<file path="src/rtl/ihp_sram_req_adapter.sv">
// Fabric request front end for the IHP 1024x32 SRAM tile.
// Maps a valid/ready request stream onto the single-cycle macro pins.
// Read data comes back through a 2-entry response FIFO.
// The array can optionally be zero-filled after each configured rise.
module ihp_sram_req_adapter #(
    parameter int unsigned ADDR_W          = 10,
    parameter int unsigned DATA_W          = 32,
    parameter int unsigned DEPTH           = 1024,
    parameter int unsigned CLEAR_ON_CONFIG = 1
) (
    input  logic                UserCLK,
    input  logic                RST,
    input  logic                CONFIGURED_top,
    input  logic                req_valid,
    output logic                req_ready,
    input  logic                req_we,
    input  logic [ADDR_W-1:0]   req_addr,
    input  logic [DATA_W-1:0]   req_wdata,
    input  logic [DATA_W/8-1:0] req_be,
    output logic                rsp_valid,
    input  logic                rsp_ready,
    output logic [DATA_W-1:0]   rsp_rdata,
    output logic                busy,
    output logic [ADDR_W-1:0]   A_ADDR,
    output logic [DATA_W-1:0]   A_DIN,
    output logic [DATA_W-1:0]   A_BM,
    output logic                A_WEN,
    output logic                A_MEN,
    output logic                A_REN,
    input  logic [DATA_W-1:0]   A_DOUT
);

    localparam int unsigned CNT_W = (DEPTH > 1) ? $clog2(DEPTH) : 1;

    typedef enum logic [1:0] {
        ST_UNCONF,
        ST_CLEAR,
        ST_RUN
    } state_t;

    state_t              r_state;
    state_t              w_state_nxt;
    logic [CNT_W-1:0]    r_cnt;
    logic                r_pend;
    logic [DATA_W-1:0]   r_buf [2];
    logic                r_wptr;
    logic                r_rptr;
    logic [1:0]          r_cnt_buf;
    logic                w_pop;
    logic                w_push;
    logic                w_rd_credit;
    logic                w_rd_acc;
    logic [DATA_W-1:0]   w_bm;

    // Response handshake and read credit: buffered + in-flight - leaving must stay below 2
    assign w_pop       = (r_cnt_buf != 2'd0) && rsp_ready;
    assign w_push      = r_pend;
    assign w_rd_credit = (3'({1'b0, r_cnt_buf}) + 3'(r_pend) - 3'(w_pop)) < 3'd2;
    assign w_rd_acc    = (r_state == ST_RUN) && req_valid && !req_we && w_rd_credit;

    assign rsp_valid = (r_cnt_buf != 2'd0);
    assign rsp_rdata = r_buf[r_rptr];
    assign busy      = (r_state != ST_RUN);

    // Expand byte enables into a per-bit write mask
    always_comb begin
        w_bm = '0;
        for (int i = 0; i < int'(DATA_W); i++) begin
            w_bm[i] = req_be[i/8];
        end
    end

    // State register
    always_ff @(posedge UserCLK or posedge RST) begin
        if (RST) begin
            r_state <= ST_UNCONF;
        end else begin
            r_state <= w_state_nxt;
        end
    end

    // Next state, request acceptance and SRAM pin drive
    always_comb begin
        w_state_nxt = r_state;
        req_ready   = 1'b0;
        A_ADDR      = '0;
        A_DIN       = '0;
        A_BM        = '0;
        A_WEN       = 1'b0;
        A_MEN       = 1'b0;
        A_REN       = 1'b0;
        case (r_state)
            ST_UNCONF: begin
                if (CONFIGURED_top) begin
                    w_state_nxt = (CLEAR_ON_CONFIG != 0) ? ST_CLEAR : ST_RUN;
                end
            end
            ST_CLEAR: begin
                A_MEN  = 1'b1;
                A_WEN  = 1'b1;
                A_ADDR = ADDR_W'(r_cnt);
                A_BM   = '1;
                if (r_cnt == CNT_W'(DEPTH - 1)) begin
                    w_state_nxt = ST_RUN;
                end
            end
            ST_RUN: begin
                req_ready = req_we || w_rd_credit;
                if (req_valid && req_we) begin
                    A_MEN  = 1'b1;
                    A_WEN  = 1'b1;
                    A_ADDR = req_addr;
                    A_DIN  = req_wdata;
                    A_BM   = w_bm;
                end else if (w_rd_acc) begin
                    A_MEN  = 1'b1;
                    A_REN  = 1'b1;
                    A_ADDR = req_addr;
                end
            end
            default: w_state_nxt = ST_UNCONF;
        endcase
        if (!CONFIGURED_top) begin
            w_state_nxt = ST_UNCONF;
        end
    end

    // Clear address counter; any exit from CLEAR rewinds it to 0
    always_ff @(posedge UserCLK or posedge RST) begin
        if (RST) begin
            r_cnt <= '0;
        end else if ((r_state == ST_CLEAR) && (w_state_nxt == ST_CLEAR)) begin
            r_cnt <= r_cnt + CNT_W'(1);
        end else begin
            r_cnt <= '0;
        end
    end

    // Read in flight: A_DOUT is captured on the following edge regardless of state
    always_ff @(posedge UserCLK or posedge RST) begin
        if (RST) begin
            r_pend <= 1'b0;
        end else begin
            r_pend <= w_rd_acc;
        end
    end

    // Two-entry response FIFO
    always_ff @(posedge UserCLK or posedge RST) begin
        if (RST) begin
            r_buf[0]  <= '0;
            r_buf[1]  <= '0;
            r_wptr    <= 1'b0;
            r_rptr    <= 1'b0;
            r_cnt_buf <= 2'd0;
        end else begin
            if (w_push) begin
                r_buf[r_wptr] <= A_DOUT;
                r_wptr        <= ~r_wptr;
            end
            if (w_pop) begin
                r_rptr <= ~r_rptr;
            end
            r_cnt_buf <= r_cnt_buf + 2'(w_push) - 2'(w_pop);
        end
    end

    // The read credit must never let a push land on a full FIFO
    a_no_overflow: assert property (@(posedge UserCLK) disable iff (RST)
        !(w_push && !w_pop && (r_cnt_buf == 2'd2)));

endmodule

</file>
<file path="config.mk">
export PLATFORM = sky130hd
export DESIGN_NAME = ihp_sram_req_adapter
export DESIGN_NICKNAME = d
export VERILOG_FILES = /design/src/rtl/ihp_sram_req_adapter.sv
export SDC_FILE = /design/constraint.sdc
export NUM_CORES = 1
export LEC_CHECK = 0
export CORE_AREA = 3 3 102 104
export CTS_CLUSTER_SIZE = 8
export DETAILED_ROUTE_END_ITERATION = 7
export DIE_AREA = 0 0 105 107
export PLACE_DENSITY = 0.85
export SYNTH_ARGS = -nofsm -noshare
export SYNTH_HDL_FRONTEND = slang
export SYNTH_SLANG_ARGS = --single-unit
</file>
<file path="constraint.sdc">
create_clock -name UserCLK -period 5.1 [get_ports UserCLK]
set_input_delay 0.765 -clock UserCLK [delete_from_list [all_inputs] [get_ports UserCLK]]
set_output_delay 0.765 -clock UserCLK [all_outputs]
set_load 0.02 [all_outputs]
</file>
==> metrics, run 1 <==
status=finished clean; area delta synth->final=47.3%; remaining global-route overflow=0; Sw Share=0.327; Clock power frac=0.245; post-synthesis sequential area ratio=0.470; FF-to-FF setup slack=2.77 ns; Clock Path Buffers=2; largest family of logic cells by synthesized area=multiplexers; crit path time final=4.42 ns; mux contribution to synthesized area=0.251; Tcrit/Tclk final=0.866; DRC=0; Ports=196; crit start category=input port; CP delay by family, top=buffers and inverters; post-cts resize count=0; simple-gate share of the synthesized area=0.112; synthesis-stage register bit count=81; final setup fails=0; routability cong.=0.805; worst path required time=4.34 ns; FF-to-FF Start=r_cnt_buf[1]$_DFF_PP0_; largest net degree at the start of global routing=53; vias in the first global route=3397; CP Cell Sequence=clkdlybuf4s50_1 -> and2_1 -> ha_1 -> inv_1 -> ha_1 -> inv_1 -> fa_1 -> xnor2_1 -> a21o_1 -> a32oi_1 -> nor2_1 -> clkdlybuf4s50_1; worst r2r path cells=10; post-route ant nets=0; Hold Path Class=reg -> reg; ratio of cells with drive above 1 in the final layout=0.242; Root Buffer=clkbuf_8; Layout Skew=0.00924 ns; final net count=617; Inserted Clock Buffers=9; Max-cap violations=0; initial antenna violation count=0; Critical Path AT=3.65 ns; CTS tree=built; Main synth FF type=dfrtp_1; FILL cells=771; Syn Nets=455; slowest stage cell, crit path=clkdlybuf4s50_1; Post-CTS Setup Bufs=0; Gate power share=0.359; routed vias=3201; HPWL after detailed placement=8.06 mm; fmax=0.226 GHz; number of core rows=36; Netlist cell types=32; Setup Crit Path Kind=in -> out; Internal=0.00123 W; Starting Density=0.447; synth warn=0; Syn Inst Count=363; Worst-path clk slew=0.08 ns; part of the power in registers=0.396; Synth Area in Compound Gates=0.0366; crit path buf inv count=4; xor and xnor area share after synthesis=0.0224; PwrDens=287 nW/um^2; CTS Hold Bufs=0; Post-Synth Adder-Cell Area=0.0250; Post-synth EDFFs=0; maximum VDD drop=0.000152 V; RSZ-0062 raised after global routing=false; clock sinks=81; final hold vios=0; Crit path depth=12; Worst path max stage delay=0.62 ns; worst hold stages=1; switching power=0.000595 W; DRT Pass-1 Iters=4; most frequent cells in the layout=clkdlybuf4s50_1, mux2_2, dfrtp_1; core area=9640 sq um; post-route core utilization=0.658; Total GRT Usage=0.191; Die Area=11200 sq um; Routed WL=10.8 mm; worst slew pin tran=0.987 ns; pins over their slew limit=0; Max H-tree Level=3; Die Ht=107 um; Syn Area/Cell=11.9 sq um; Worst Hold Path EP=r_buf[43]$_DFFE_PP0P_; wire per inst=16.2 um; Via density=4.83; reg2reg end=r_pend$_DFF_PP0_; Mapped Area=4310 sq um; CP max FO=11; setup TNS=0 ns; DR iter-0 viols=70; Hold Startpoint=r_buf[43]$_DFFE_PP0P_; Slew headroom=0.341; Die X=105 um; Worst-Skew Late Latency=0.35 ns; Port Buffers=195; LEAKAGE=2.70 nW; CP Capture Type=output port; Critical Path Start=rsp_ready; async set-or-reset flop fraction in the synthesized netlist=1.00; commonest non-fill, non-tap cell in the layout=clkdlybuf4s50_1; first-pass GRT wire length=17.2 mm; Inserted Diodes=0
## worst max-delay path by stage
stage,slack [ns],endpoint
after floorplan,1.55,A_ADDR[1]
after global placement,0.76,A_ADDR[0]
after detailed placement,0.69,A_ADDR[0]
after CTS,0.67,A_ADDR[0]
after global routing,0.40,A_ADDR[0]
final,0.68,A_ADDR[1]
## power groups by stage
stage,combinational (W),sequential [W],clock [W]
global route,0.000700,0.000728,0.000482
detailed placement,0.000660,0.000735,0
global placement,0.000646,0.000733,0
floorplan,0.000404,0.000703,0
CTS,0.000663,0.000722,0.000460
finish,0.000655,0.000722,0.000447
## through the flow
stage	cells	worst slack [ns]	power [W]	area, sq um	hold WS, ns
4_1_cts	663	0.668	0.00184	6350	0.498
2_1_floorplan	363	1.55	0.00111	4310	0.454
6_report	663	0.682	0.00182	6350	0.492
3_3_place_gp	647	0.758	0.00138	6160	0.464
3_5_place_dp	647	0.689	0.00139	6160	0.478
5_1_grt	663	0.404	0.00191	6350	0.509
## synthesized netlist by cell type (5+ instances only)
cell / count / share of area
nor2_1: 21 / 0.018
nand3_1: 5 / 0.0058
dfrtp_1: 81 / 0.47
buf_2: 9 / 0.010
buf_4: 29 / 0.051
nor2_2: 9 / 0.013
ha_1: 7 / 0.020
mux2_2: 94 / 0.25
xor2_1: 9 / 0.018
a32oi_1: 10 / 0.020
clkbuf_1: 9 / 0.0078
inv_1: 13 / 0.011
and2_1: 35 / 0.051
## cell families after synthesis
logic type	count (synthesis)
fa+ha+maj	8
simple gates	85
xor+xnor	11
buf+inv	61
compound gates	21
flops	81
mux	96
## worst register-to-register path, stage by stage, from the launching register on
cell and delay [ns]:
dfrtp_1 0.44, or2_2 0.31, and2_1 0.19, ha_1 0.27
inv_1 0.05, ha_1 0.13, inv_1 0.05, fa_1 0.37
xnor2_1 0.19, nand3_1 0.14, nor2_1 0.12
## layout make-up
cell class / instances / area (sq um) / area share
flip-flops and latches: 81 / 2030 / 0.319
repair buffers: 199 / 1980 / 0.312
multi-input cells: 221 / 1930 / 0.305
well taps: 133 / 166 / 0.0262
clock buffers: 10 / 138 / 0.0217
clock inverters: 6 / 50.0 / 0.00789
inverters: 13 / 50.0 / 0.00789
## state kept, by name (all words and copies together), names as in the netlist
name / cells
r_cnt: 10
r_buf: 64
r_pend: 1
r_state: 2
r_rptr: 1
r_cnt_buf: 2
r_wptr: 1
## per-layer routing
| layer | global-route usage | part of all wire |
|---|---|---|
| met1 | 0.234 | 0.42 |
| met4 | 0.0478 | 0.0063 |
| met2 | 0.339 | 0.51 |
| met3 | 0.0458 | 0.060 |
| met5 | 0 | 0 |
Power figures use the tool's default switching activity.
==> inputs of run 2 (changes only) <==
- SLEW_MARGIN: not set -> 20
==> results of run 2 <==
No change in the layout: final DEF, timing and power equal those of run 1.
==> inputs of run 3 (changes only) <==
- SKIP_LAST_GASP: not set -> 1
- clock period: 5.1 -> 5.7 ns (I/O delays scaled with it)
==> metrics, run 3 (synthesis gave the netlist of run 1 again) <==
CP max FO=11 (unchanged); final hold vios=0 (unchanged); crit path time final=4.62 ns; Total GRT Usage=0.192 (was 0.191); remaining global-route overflow=0 (unchanged); largest net degree at the start of global routing=82 (was 53); fmax=0.217 GHz; routability cong.=0.804 (was 0.805); clock sinks=81 (unchanged); CTS Hold Bufs=0 (unchanged); number of core rows=36 (unchanged); status=finished clean (unchanged); setup TNS=0 ns (unchanged); crit start category=input port (unchanged); Die Area=11200 sq um (unchanged); core area=9640 sq um (unchanged); LEAKAGE=2.73 nW (was 2.70 nW); Root Buffer=clkbuf_8 (unchanged); Inserted Diodes=0 (unchanged); routed vias=3267 (was 3201); DR iter-0 viols=69 (was 70); slowest stage cell, crit path=clkdlybuf4s50_1 (unchanged); RSZ-0062 raised after global routing=false (unchanged); placed cell areas=6150 sq um (was 6160 sq um); Worst path max stage delay=0.61 ns (was 0.62 ns); Layout Cells excl Fill=663 (unchanged); Inserted Clock Buffers=9 (unchanged); PwrDens=267 nW/um^2 (was 287 nW/um^2); biggest registers after layout=r_buf x64, r_cnt x10 (unchanged); max FFs per register=64 (unchanged); Max-cap violations=0 (unchanged); Ports=196 (unchanged); vias in the first global route=3428 (was 3397); post-route ant nets=0 (unchanged); DRC=0 (unchanged); Port Buffers=195 (unchanged); Setup Crit Path Kind=in -> out (unchanged); FILL cells=752 (was 771); post-route core utilization=0.665 (was 0.658); Most flops, register=r_buf (unchanged); Slew headroom=0.337 (was 0.341); final instance area=6410 sq um (was 6350 sq um); CP Capture Type=output port (unchanged); Critical Path AT=3.76 ns (was 3.65 ns); worst slew pin tran=0.992 ns (was 0.987 ns); Routed WL=10.8 mm (about the same); maximum VDD drop=0.000163 V (was 0.000152 V); Worst-Skew Late Latency=0.35 ns (about the same); first-pass GRT wire length=17.5 mm (was 17.2 mm); final setup fails=0 (unchanged); ratio of cells with drive above 1 in the final layout=0.242 (unchanged); Hold Path Class=reg -> reg (unchanged); DRT Pass-1 Iters=4 (unchanged); wire per inst=16.2 um (about the same); Post-CTS Setup Bufs=0 (unchanged); Tcrit/Tclk final=0.810; Clock Path Buffers=2 (unchanged); Layout Skew=0.0169 ns (was 0.00924 ns); Max H-tree Level=3 (unchanged); post-cts resize count=0 (unchanged); Die Ht=107 um (unchanged); initial antenna violation count=0 (unchanged); final net count=617 (unchanged); cell total after placement=646 (was 647); most frequent cells in the layout=clkdlybuf4s50_1, mux2_2, dfrtp_1 (unchanged); Worst-path clk slew=0.08 ns (about the same); Via density=4.93 (was 4.83); CTS tree=built (unchanged); worst path required time=4.85 ns (was 4.34 ns); commonest non-fill, non-tap cell in the layout=clkdlybuf4s50_1 (unchanged); CP Cell Sequence=clkdlybuf4s50_1 -> and2_1 -> ha_1 -> inv_1 -> ha_1 -> inv_1 -> fa_1 -> xnor2_1 -> a21o_1 -> a32oi_1 -> nor2_1 -> clkdlybuf4s50_1 (unchanged); area delta synth->final=48.8% (was 47.3%); Starting Density=0.447 (unchanged); pins over their slew limit=0 (unchanged); HPWL after detailed placement=7.84 mm (was 8.06 mm); Die X=105 um (unchanged)
run 3: cell types whose count changed in the layout (fill, tap and decap cells not counted):
cell,before,now
clkinv_2,2,1
clkbuf_8,10,9
bufinv_16,0,2
clkinv_4,1,0
buf_4,4,3
inv_8,1,2
buf_16,0,1
run 3: final cells by class:
class / instances / area [sq um] / area share
inverters: 13 / 50.0 / 0.00781
clock buffers: 9 / 124 / 0.0193
repair buffers: 199 / 2000 / 0.312
flip-flops and latches: 81 / 2030 / 0.316
clock inverters: 7 / 108 / 0.0168
multi-input cells: 221 / 1930 / 0.302
well taps: 133 / 166 / 0.0260
run 3: critical path: cells and delay by family:
family / cells / cell delay (ns)
simple gates: 2 / 0.28
xor+xnor: 1 / 0.20
buf+inv: 4 / 1.16
fa+ha+maj: 3 / 0.74
compound gates: 2 / 0.52
run 3: power by group:
part / internal (W) / switching, W
clock network: 0.000256 / 0.000227
logic: 0.000319 / 0.000289
registers: 0.000605 / 0.0000178
total: 0.00118 / 0.000534
run 3: routing by layer:
layer | track usage | wire (um) | up-vias
met1 | 0.235 | 4490 | 1603
met4 | 0.0281 | 49 | 0
li1 | - | - | 1536
met2 | 0.342 | 5590 | 122
met5 | 0 | 0 | -
met3 | 0.0596 | 633 | 6
run 3: through the flow:
stage,power (W),hold WS [ns],worst slack [ns]
after global routing,0.00180,0.515,0.826
after detailed placement,0.00124,0.475,1.11
after CTS,0.00173,0.494,1.08
after global placement,0.00124,0.463,1.18
after floorplan,0.000990,0.454,2.01
final,0.00171,0.487,1.08
run 3: path summary, 6_finish.rpt:
check	depth (start not counted)	start	slack, ns	endpoint
min reg2reg	1	r_buf[43]$_DFFE_PP0P_	0.49	r_buf[43]$_DFFE_PP0P_
min in group asynchronous	3	RST	0.88	r_buf[57]$_DFFE_PP0P_
max in group asynchronous	4	RST	4.23	r_buf[7]$_DFFE_PP0P_
min	1	r_buf[43]$_DFFE_PP0P_	0.49	r_buf[43]$_DFFE_PP0P_
max reg2reg	10	r_cnt_buf[1]$_DFF_PP0_	3.36	r_pend$_DFF_PP0_
max	12	rsp_ready	1.08	A_ADDR[1]
